==> src/rtl/mips_pipe_pkg.sv <==
// Shared definitions for the MIPS pipeline hazard/stall control slice:
// mult/div state encoding, default latencies and the stall-control bundle.
package mips_pipe_pkg;

    localparam int unsigned DEF_MULT_LAT = 4;
    localparam int unsigned DEF_DIV_LAT  = 32;
    localparam int unsigned DEF_CNT_W    = 32;

    localparam logic [4:0] REG_ZERO = 5'd0;

    localparam logic [0:0] MD_IDLE = 1'b0;
    localparam logic [0:0] MD_BUSY = 1'b1;

    typedef struct packed {
        logic pc_write;
        logic if_id_write;
        logic if_id_flush;
        logic id_ex_flush;
    } ctrl_t;

    localparam ctrl_t CTRL_RUN = '{
        pc_write:    1'b1,
        if_id_write: 1'b1,
        if_id_flush: 1'b0,
        id_ex_flush: 1'b0
    };

    localparam ctrl_t CTRL_RESET = '{
        pc_write:    1'b0,
        if_id_write: 1'b0,
        if_id_flush: 1'b1,
        id_ex_flush: 1'b1
    };

    localparam ctrl_t CTRL_BRANCH = '{
        pc_write:    1'b1,
        if_id_write: 1'b1,
        if_id_flush: 1'b1,
        id_ex_flush: 1'b1
    };

    localparam ctrl_t CTRL_STALL = '{
        pc_write:    1'b0,
        if_id_write: 1'b0,
        if_id_flush: 1'b0,
        id_ex_flush: 1'b1
    };

    localparam ctrl_t CTRL_JUMP = '{
        pc_write:    1'b1,
        if_id_write: 1'b1,
        if_id_flush: 1'b1,
        id_ex_flush: 1'b0
    };

    // Wide enough to hold the larger latency minus one; never below 1 bit.
    function automatic int unsigned cnt_width(
        input int unsigned a,
        input int unsigned b
    );
        int unsigned m;
        int unsigned w;
        m = (a > b) ? a : b;
        w = $clog2(m);
        return (w < 1) ? 1 : w;
    endfunction

endpackage

==> src/rtl/md_latency_counter.sv <==
// HI/LO unit occupancy tracker: two-state FSM plus a down-counter that
// is loaded with the op latency minus one when a mult/div issues.
module md_latency_counter
    import mips_pipe_pkg::*;
#(
    parameter int unsigned MULT_LAT = DEF_MULT_LAT,
    parameter int unsigned DIV_LAT  = DEF_DIV_LAT
) (
    input  logic clk,
    input  logic reset,
    input  logic start,
    input  logic is_div,
    output logic busy
);

    localparam int unsigned CW = cnt_width(MULT_LAT, DIV_LAT);

    localparam logic [CW-1:0] MULT_LD = CW'(MULT_LAT - 1);
    localparam logic [CW-1:0] DIV_LD  = CW'(DIV_LAT - 1);

    logic [0:0]    state;
    logic [0:0]    state_nx;
    logic [CW-1:0] cnt;
    logic [CW-1:0] cnt_nx;
    logic          done;

    assign done = (state == MD_BUSY) && (cnt == '0);
    assign busy = (state == MD_BUSY);

    // A new issue always wins, so a busy unit simply restarts.
    always_comb begin
        state_nx = state;
        cnt_nx   = cnt;
        if (start) begin
            state_nx = MD_BUSY;
            cnt_nx   = is_div ? DIV_LD : MULT_LD;
        end else if (state == MD_BUSY) begin
            if (done) begin
                state_nx = MD_IDLE;
            end else begin
                cnt_nx = cnt - CW'(1);
            end
        end
    end

    always_ff @(posedge clk) begin
        if (reset) begin
            state <= MD_IDLE;
            cnt   <= '0;
        end else begin
            state <= state_nx;
            cnt   <= cnt_nx;
        end
    end

endmodule

==> src/rtl/hazard_stall_ctrl.sv <==
// Hazard and stall controller for the 5-stage MIPS pipeline: load-use and
// HI/LO bubbles, branch/jump flushes, and a saturating stall counter.
module hazard_stall_ctrl
    import mips_pipe_pkg::*;
#(
    parameter int unsigned MULT_LAT = DEF_MULT_LAT,
    parameter int unsigned DIV_LAT  = DEF_DIV_LAT,
    parameter int unsigned CNT_W    = DEF_CNT_W
) (
    input  logic             clk,
    input  logic             Reset,
    input  logic [4:0]       ID_Rs,
    input  logic [4:0]       ID_Rt,
    input  logic             ID_UsesRs,
    input  logic             ID_UsesRt,
    input  logic             ID_ReadsHiLo,
    input  logic             ID_Jump,
    input  logic             EX_MemtoReg,
    input  logic [4:0]       EX_Rt,
    input  logic             EX_BranchTkn,
    input  logic             EX_MdStart,
    input  logic             EX_MdIsDiv,
    output logic             PC_Write,
    output logic             IF_ID_Write,
    output logic             IF_ID_Flush,
    output logic             ID_EX_Flush,
    output logic             Md_Busy,
    output logic [CNT_W-1:0] Stall_Cnt
);

    logic  rs_hit;
    logic  rt_hit;
    logic  load_use;
    logic  hilo_use;
    logic  stall;
    logic  md_busy;
    ctrl_t ctrl;

    md_latency_counter #(
        .MULT_LAT (MULT_LAT),
        .DIV_LAT  (DIV_LAT)
    ) u_md_cnt (
        .clk    (clk),
        .reset  (Reset),
        .start  (EX_MdStart),
        .is_div (EX_MdIsDiv),
        .busy   (md_busy)
    );

    // Masked during reset so the unit never looks busy before the edge lands.
    assign Md_Busy = md_busy && !Reset;

    assign rs_hit   = ID_UsesRs && (ID_Rs == EX_Rt);
    assign rt_hit   = ID_UsesRt && (ID_Rt == EX_Rt);
    assign load_use = EX_MemtoReg && (EX_Rt != REG_ZERO) && (rs_hit || rt_hit);
    assign hilo_use = ID_ReadsHiLo && (Md_Busy || EX_MdStart);
    assign stall    = load_use || hilo_use;

    always_comb begin
        ctrl = CTRL_RUN;
        if (Reset) begin
            ctrl = CTRL_RESET;
        end else begin
            unique case (1'b1)
                EX_BranchTkn:                      ctrl = CTRL_BRANCH;
                !EX_BranchTkn && stall:            ctrl = CTRL_STALL;
                !EX_BranchTkn && !stall && ID_Jump: ctrl = CTRL_JUMP;
                default:                           ctrl = CTRL_RUN;
            endcase
        end
    end

    assign PC_Write    = ctrl.pc_write;
    assign IF_ID_Write = ctrl.if_id_write;
    assign IF_ID_Flush = ctrl.if_id_flush;
    assign ID_EX_Flush = ctrl.id_ex_flush;

    always_ff @(posedge clk) begin
        if (Reset) begin
            Stall_Cnt <= '0;
        end else if (!ctrl.pc_write && !(&Stall_Cnt)) begin
            Stall_Cnt <= Stall_Cnt + CNT_W'(1);
        end
    end

endmodule

==> config.mk <==
export PLATFORM = sky130hd
export DESIGN_NAME = hazard_stall_ctrl
export DESIGN_NICKNAME = d
export VERILOG_FILES = /design/src/rtl/mips_pipe_pkg.sv /design/src/rtl/md_latency_counter.sv /design/src/rtl/hazard_stall_ctrl.sv
export SDC_FILE = /design/constraint.sdc
export NUM_CORES = 1
export LEC_CHECK = 0
export BUFFER_PORTS_ARGS = -buffer_cell sky130_fd_sc_hd__buf_4
export CAP_MARGIN = 20
export CORE_UTILIZATION = 42
export CTS_CLUSTER_SIZE = 20
export DETAILED_ROUTE_END_ITERATION = 10
export GPL_ROUTABILITY_DRIVEN = 1
export PLACE_DENSITY = 0.67
export SLEW_MARGIN = 20
export SYNTH_ARGS = -nofsm -noshare
export SYNTH_HDL_FRONTEND = slang
export SYNTH_SLANG_ARGS = --single-unit
==> constraint.sdc <==
create_clock -name clk -period 2.75 [get_ports clk]
set_input_delay 0.1375 -clock clk [delete_from_list [all_inputs] [get_ports clk]]
set_output_delay 0.1375 -clock clk [all_outputs]
set_load 0.01 [all_outputs]
After elaboration in Yosys (flattened, before gate mapping):

Index checks and enable logic that the tools add are counted.

* register bits: 38
* bits of input ports: 25
* output and inout bits: 37
* logic and storage cells: 41

* add/sub/neg operators: 2
* equality and inequality tests: 3
* mux-type cells: 9
* reduce and logical (&&, ||, !) cells: 24

Operators by type and width (number)
* adder 32 x 1 -> 32 bit (second input constant): 1
* AND reduction 32 bit: 1
* two-way mux 5 bit: 4
* case mux 4 bit (3 select lines): 1
* logical AND 1 bit: 11
* == test 5 bit: 2
* zero test 1 bit: 5
* zero test 5 bit: 1
* nonzero test 5 bit: 1
* subtractor 5 x 1 -> 5 bit (second input constant): 1
* two-way mux 4 bit: 1
* logical OR 1 bit: 3
* two-way mux 1 bit: 3
* != test 2 bit (second input constant): 1
* AND reduction 2 bit: 1
* nonzero test 2 bit: 1

Longest topological paths before layout:

Gate-level depths: netlist (run 1).

* depth in word-level cells: 12
* gate-level depth with buffers: 9
* depth with buffers taken out: 8

By module:

Synthesis (run 1) repeated with hierarchy kept, for this count alone.

* cell total of the unflattened synthesis: 261
* area, all modules: 2189.6 um^2

By module, submodules not included
* hazard_stall_ctrl: instances 1, cells an instance 229, area an instance 1901.8 um^2
* md_latency_counter: instances 1, cells an instance 32, area an instance 287.8 um^2

Least setup slack after synthesis (run 1):

OpenSTA, ideal clock, no wires.

* path type: register to register
* from: register Stall_Cnt[7]
* to: register Stall_Cnt[1]
* setup time: 0.128 ns
* data arrival time: 1.906 ns
* slack: 0.716 ns
* cell stages (with the launch flop): 9
* buffers on the path: 2
* path through: dfxtp_1 nand4_4 nor4_2 nand3_1 nand3_1 buf_4 buf_4 mux2i_1 nor2_1

* cells in the longest elaborated chain, start to end: 3

Ends and longest elaborated chain
* from (decl): line hazard_stall_ctrl.sv:28 `output logic [CNT_W-1:0] Stall_Cnt`
* from (signal assigned): line hazard_stall_ctrl.sv:82 `Stall_Cnt <= Stall_Cnt + CNT_W'(1);`
* AND reduction 32 bit: line hazard_stall_ctrl.sv:81 `end else if (!ctrl.pc_write && !(&Stall_Cnt)) begin`
* zero test 1 bit: line hazard_stall_ctrl.sv:81
* logical AND 1 bit: line hazard_stall_ctrl.sv:81

Every way passes these cells.
A chain may end at the register's enable or synchronous reset.

Worst setup path after layout (run 1):

* from: register Stall_Cnt[7]
* to: register Stall_Cnt[28]

* cells in the longest elaborated chain, start to end: 3
* elaborated cells between the ends (all ways): 4
* those cells by class: add/sub (1); reduce/logical (3)

Ends and longest elaborated chain
* parallel branches: the longest is 3 deep, another holds adder 32 x 1 -> 32 bit

Parallel ways; which one is timed is not known.

==> results.py, run 1 <==
metrics = {
    "layout": {
        "syn_to_final_growth_pct": 29.6,
        "fin_util": 0.569,
        "diodes": 0,
        "nets": 346,
        "drive_gt1_frac": 0.281,
        "instances_no_fill": 384,
        "layout_commonest_cell": "buf_4",
        "layout_common_cells": "buf_4, dfxtp_1, a21oi_1, nor2_1",
    },
    "synth": {
        "async_reset_ff_frac": 0,
        "syn_inst": 255,
        "yosys_register_bits": 38,
        "syn-num-nets": 283,
        "synth_warnings": 0,
        "synth.distinct_cells": 40,
        "synth_edf_count": 0,
        "synth_ff_type": "dfxtp_1",
        "synth_seq_area_share": 0.365,
        "syn-cell-area_sq_um": 2090,
        "synth_area_per_cell_sq_um": 8.18,
    },
    "critical_path": {
        "slowest_delay_ns": 0.59,
        "ff2ff_setup_slack_ns": 0.41,
        "crit_arrival_ns": 2.57,
        "crit_family": "simple AND/OR/NAND/NOR gates",
        "cp_max_fo": 11,
        "start_kind": "register",
        "worstSetupEndpointType": "register",
        "reg2reg_depth": 6,
        "worstSetupPathType": "register to register",
        "rr_startpoint": "Stall_Cnt[7]",
        "crit_chain": "nand4_4 -> or4_4 -> nor2_2 -> nand4_1 -> or4_1 -> a21oi_1",
        "rr_endpoint": "Stall_Cnt[28]",
        "path_buf_inv": 0,
        "slowest_stage": "or4_4",
        "cp_data_required_time_ns": 2.98,
    },
    "global_routing": {
        "grtUsageTotal": 0.208,
        "grt_pass1_vias": 1835,
        "overflow": 0,
        "grt_first_pass_wirelength_mm": 8.60,
        "grt_max_degree": 46,
        "antenna_found_initial": 0,
    },
    "floorplanning": {
        "rows": 25,
        "die_area_sq_um": 5250,
        "dieHeight_um": 72.5,
        "ios": 62,
        "initial_core_util": 0.439,
        "coreArea_sq_um": 4750,
        "die_width_um": 72.5,
    },
    "sta": {
        "worst_clock_skew_ns": 0.00274,
        "post-route-min-period_ns": 2.34,
        "whs_ns": 0.0859,
        "final-max-slew-violation-count": 0,
        "relSlewSlack": 0.705,
        "final_hold_viol_count": 0,
        "fin_crit_sh": 0.852,
        "fin_tns_setup_ns": 0,
        "rsz0062_at_grt": "false",
        "max_freq_ghz": 0.427,
        "tightest_slew_ns": 0.440,
        "setup_viol": 0,
    },
    "clock_tree": {
        "cts_made_buffers": 5,
        "root_buffer": "clkbuf_8",
        "clockBufferDepth": 2,
        "worst_skew_pair.late_latency_ns": 0.29,
        "clk_pin_slew_worst_paths_ns": 0.07,
        "clock-sinks": 38,
        "ctsResizeCount": 0,
        "postCtsSetupBuffers": 0,
        "htreeDepth": 2,
        "cts_hold_buf": 0,
        "cts_tree": "built",
    },
    "min_path": {
        "min_to": "u_md_cnt.cnt[1]",
        "min_path_cells": 3,
        "hp-start": "EX_MdStart",
        "hold_class": "input port to register",
    },
    "run": {
        "maxCapViolCount": 0,
    },
    "outcome": {
        "status": "completed",
    },
    "routing": {
        "viasPerCell": 5.28,
        "antenna_left": 0,
        "wire_per_inst_um": 13.2,
        "drc": 0,
        "drt_iter0_markers": 94,
        "dr.pass1.iters": 4,
        "wl_mm": 5.08,
        "num_vias": 2029,
    },
    "placed_design": {
        "portBuffers": 61,
        "dp.cells": 378,
        "dp_hpwl_mm": 3.69,
        "gp_congestion": 0.833,
    },
    "power_and_ir_drop": {
        "ir_worst_vdd_v": 0.000289,
        "p_leak_uw": 0.00103,
        "cellPowerDensity_nw_per_um2": 409,
    },
}
==> worst max path at each step <==
stage               depth (start not counted)           from  slack [ns]             to
floorplan                                   8   Stall_Cnt[7]        0.72   Stall_Cnt[1]
global placement                            6  Stall_Cnt[12]        0.47  Stall_Cnt[28]
detailed placement                          6  Stall_Cnt[12]        0.43  Stall_Cnt[28]
CTS                                         6  Stall_Cnt[12]        0.40  Stall_Cnt[28]
global route                                6  Stall_Cnt[12]        0.21  Stall_Cnt[28]
finish                                      6   Stall_Cnt[7]        0.41  Stall_Cnt[28]
==> final cells by class <==
class	instances	area, sq um
clock buffers	6	82.6
fillers	470	2050
inverters	11	41.3
multi-input cells	194	1220
flip-flops and latches	38	761
well taps	67	83.8
repair buffers	68	510
==> flip-flops by register name, indices dropped and copies added (netlist names) <==
name,cells
Stall_Cnt,32
u_md_cnt.busy,1
u_md_cnt.cnt,5
==> metal layers <==
layer | track usage | vias to the layer above | share of wire | wire length (um)
met5 | 0 | - | 0 | 0
met4 | 0.0610 | 0 | 0.013 | 67
met3 | 0.0556 | 7 | 0.035 | 178
met2 | 0.324 | 37 | 0.46 | 2320
met1 | 0.282 | 934 | 0.50 | 2510
li1 | - | 1051 | - | -
==> per-stage QoR <==
stage | total power, uW | worst slack [ns] | instance area (sq um)
2_1_floorplan | 672 | 0.716 | 2090
3_3_place_gp | 729 | 0.465 | 2620
3_5_place_dp | 732 | 0.425 | 2620
4_1_cts | 1110 | 0.404 | 2700
5_1_grt | 1160 | 0.205 | 2700
6_report | 1110 | 0.408 | 2700
==> cell usage after synthesis (2+ instances only) <==
cell type,n,area share
o31ai_1,7,0.025
buf_2,2,0.0048
ha_1,3,0.018
inv_1,11,0.020
nor4_1,6,0.018
nand2_1,13,0.023
nand4_1,15,0.045
o21ai_0,14,0.034
buf_4,3,0.011
a21oi_1,24,0.058
or4_1,8,0.029
nor2_1,21,0.038
xnor2_1,14,0.059
nor2b_1,7,0.021
xor2_1,4,0.017
or2_2,2,0.0060
dfxtp_1,38,0.36
or3_1,12,0.036
nand3_1,15,0.036
clkbuf_1,6,0.011
mux2_2,7,0.038
nor3_1,5,0.012
==> tightest hold or removal path, stage by stage <==
cell,delay (ns)
buf_4,0.10
a211oi_1,0.04
nor2_1,0.07
==> kinds of logic after synthesis <==
family          synth area share
compound gates             0.152
xor+xnor                  0.0756
fa+ha+maj                 0.0180
buf+inv                   0.0480
flops                      0.365
mux                       0.0426
simple gates               0.299
==> power by group <==
| part | total [uW] | switching [uW] | internal (uW) |
|---|---|---|---|
| combinational | 147 | 73.4 | 73.1 |
| clock | 387 | 194 | 193 |
| sequential | 572 | 10.4 | 562 |
(Power assumes the default switching activity.)
==> run 2, diff against run 1 <==
--- a/config.mk
+++ b/config.mk
@@ -7,11 +7,14 @@
 export LEC_CHECK = 0
 export BUFFER_PORTS_ARGS = -buffer_cell sky130_fd_sc_hd__buf_4
 export CAP_MARGIN = 20
-export CORE_UTILIZATION = 42
+export CELL_PAD_IN_SITES_DETAIL_PLACEMENT = 0
+export CELL_PAD_IN_SITES_GLOBAL_PLACEMENT = 1
+export CORE_UTILIZATION = 37
 export CTS_CLUSTER_SIZE = 20
 export DETAILED_ROUTE_END_ITERATION = 10
 export GPL_ROUTABILITY_DRIVEN = 1
-export PLACE_DENSITY = 0.67
+export HOLD_SLACK_MARGIN = 0.05
+export PLACE_DENSITY_LB_ADDON = 0.1
 export SLEW_MARGIN = 20
 export SYNTH_ARGS = -nofsm -noshare
 export SYNTH_HDL_FRONTEND = slang
==> run 2 against run 1 <==
Final cell count up 1.6%. Combinational power increased by 3%. Power is 0.45% higher. Clock power hardly changed. Highest routed layer unchanged.
==> results.py, run 2 (synthesis gave the netlist of run 1 again) <==
metrics = {
    "outcome": {
        "status": "completed",
    },
    "clock_tree": {
        "ctsResizeCount": 0,
        "cts_tree": "built",
        "root_buffer": "clkbuf_8",
        "cts_hold_buf": 0,
        "cts_made_buffers": 5,
        "clock-sinks": 38,
        "postCtsSetupBuffers": 0,
        "htreeDepth": 2,
        "worst_skew_pair.late_latency_ns": 0.28,
        "clockBufferDepth": 2,
        "clk_pin_slew_worst_paths_ns": 0.07,
    },
    "layout": {
        "instances_no_fill": 390,
        "n_fill_cell": 530,
        "diodes": 0,
        "layout_common_cells": "buf_4, dfxtp_1, a21oi_1, nor2_1",
        "largest_register_ffs": 32,
        "layout_commonest_cell": "buf_4",
        "nets": 347,
        "syn_to_final_growth_pct": 30.6,
        "regMostFlops": "Stall_Cnt",
        "drive_gt1_frac": 0.284,
    },
    "floorplanning": {
        "rows": 26,
        "dieHeight_um": 77.1,
        "ios": 62,
        "coreArea_sq_um": 5270,
        "initial_core_util": 0.396,
        "die_area_sq_um": 5940,
        "die_width_um": 77.1,
    },
    "power_and_ir_drop": {
        "netSwitchingFraction": 0.245,
        "switchingPower_uw": 272,
        "ir_worst_vdd_v": 0.000239,
        "p_leak_uw": 0.00104,
        "cellPowerDensity_nw_per_um2": 408,
        "p_total_uw": 1110,
        "p_comb_frac": 0.136,
        "pwr-share-clk": 0.349,
        "p_int_uw": 840,
        "p_seq_frac": 0.515,
    },
    "sta": {
        "whs_ns": 0.0979,
        "fin_crit_sh": 0.854,
        "post-route-min-period_ns": 2.35,
        "final_hold_viol_count": 0,
        "final-max-slew-violation-count": 0,
        "tightest_slew_ns": 0.693,
        "relSlewSlack": 0.532,
        "setup_viol": 0,
        "rsz0062_at_grt": "false",
        "fin_tns_setup_ns": 0,
        "worst_clock_skew_ns": 0.00715,
        "max_freq_ghz": 0.426,
    },
    "global_routing": {
        "grt_pass1_vias": 1825,
        "overflow": 0,
        "grt_first_pass_wirelength_mm": 8.74,
        "antenna_found_initial": 0,
        "grt_max_degree": 46,
        "grtUsageTotal": 0.182,
    },
    "critical_path": {
        "crit_arrival_ns": 2.56,
        "worstSetupEndpointType": "register",
        "cp_max_fo": 11,
        "cp_data_required_time_ns": 2.96,
        "path_common_cell": "nand4_1",
        "start_kind": "register",
        "worstSetupPathType": "register to register",
        "slowest_delay_ns": 0.59,
        "slowest_stage": "or4_4",
        "crit_chain": "nand4_1 -> or4_4 -> nor2_2 -> nand4_1 -> or4_1 -> a21oi_1",
    },
    "placed_design": {
        "portBuffers": 61,
        "dp.cells": 382,
        "dp_hpwl_mm": 3.77,
        "gp_congestion": 0.776,
    },
    "routing": {
        "num_vias": 2027,
        "wl_mm": 5.12,
        "drc": 0,
        "wire_per_inst_um": 13.1,
        "viasPerCell": 5.20,
        "dr.pass1.iters": 4,
        "antenna_left": 0,
        "drt_iter0_markers": 62,
    },
    "min_path": {
        "hold_class": "input port to register",
    },
    "run": {
        "maxCapViolCount": 0,
    },
}
==> run 2: cell types whose count changed in the layout (fill, tap and decap cells not counted), sizes merged <==
cell / before / now
buf: 68 / 69
clkbuf: 6 / 7
clkinv: 0 / 1
==> run 2: worst max-delay path: cells and delay by family (launching register included) <==
family	cells	cell delay [ns]
and+or+nand+nor	5	1.73
DFF	1	0.41
AOI/OAI and AO/OA	1	0.14
==> run 2: cell type report <==
cell class                      count  area [sq um]  share of cell area
Sequential cell                    38           761               0.279
Inverter                           11          41.3              0.0152
Tap cell                           70          87.6              0.0322
Timing Repair Buffer               69           518               0.190
Multi-Input combinational cell    194          1220               0.450
Clock buffer                        7          86.3              0.0317
Clock inverter                      1          5.00             0.00184
==> run 2: power by group through the flow <==
stage                     clock (uW)  sequential, uW  combinational (uW)
after floorplan                    0             585                86.6
after global placement             0             585                 149
after detailed placement           0             585                 152
after CTS                        404             572                 153
after global routing             429             574                 169
final                            388             573                 151
==> run 2: path summary, 6_finish.rpt <==
check                startpoint         endpoint  slack, ns  depth (start not counted)
setup / recovery  Stall_Cnt[10]    Stall_Cnt[28]       0.40                          6
hold / removal       EX_MdStart  u_md_cnt.cnt[1]        0.1                          3
setup reg to reg  Stall_Cnt[10]    Stall_Cnt[28]       0.40                          6
hold reg to reg   Stall_Cnt[31]    Stall_Cnt[31]       0.51                          2
==> run 2: per-stage QoR <==
step                      cell area, sq um  worst slack, ns   util
after floorplan                       2090            0.716      -
after global placement                2630            0.459  0.500
after detailed placement              2630            0.434  0.500
after CTS                             2720            0.409  0.517
after global routing                  2720            0.207  0.517
final                                 2720            0.402  0.517
==> run 2: routing by layer <==
metal,global-route usage,vias to the layer above,wire [um]
li1,-,1068,-
met1,0.248,928,2550
met2,0.286,29,2350
met3,0.0440,2,197
met4,0.0491,0,27
met5,0,-,0
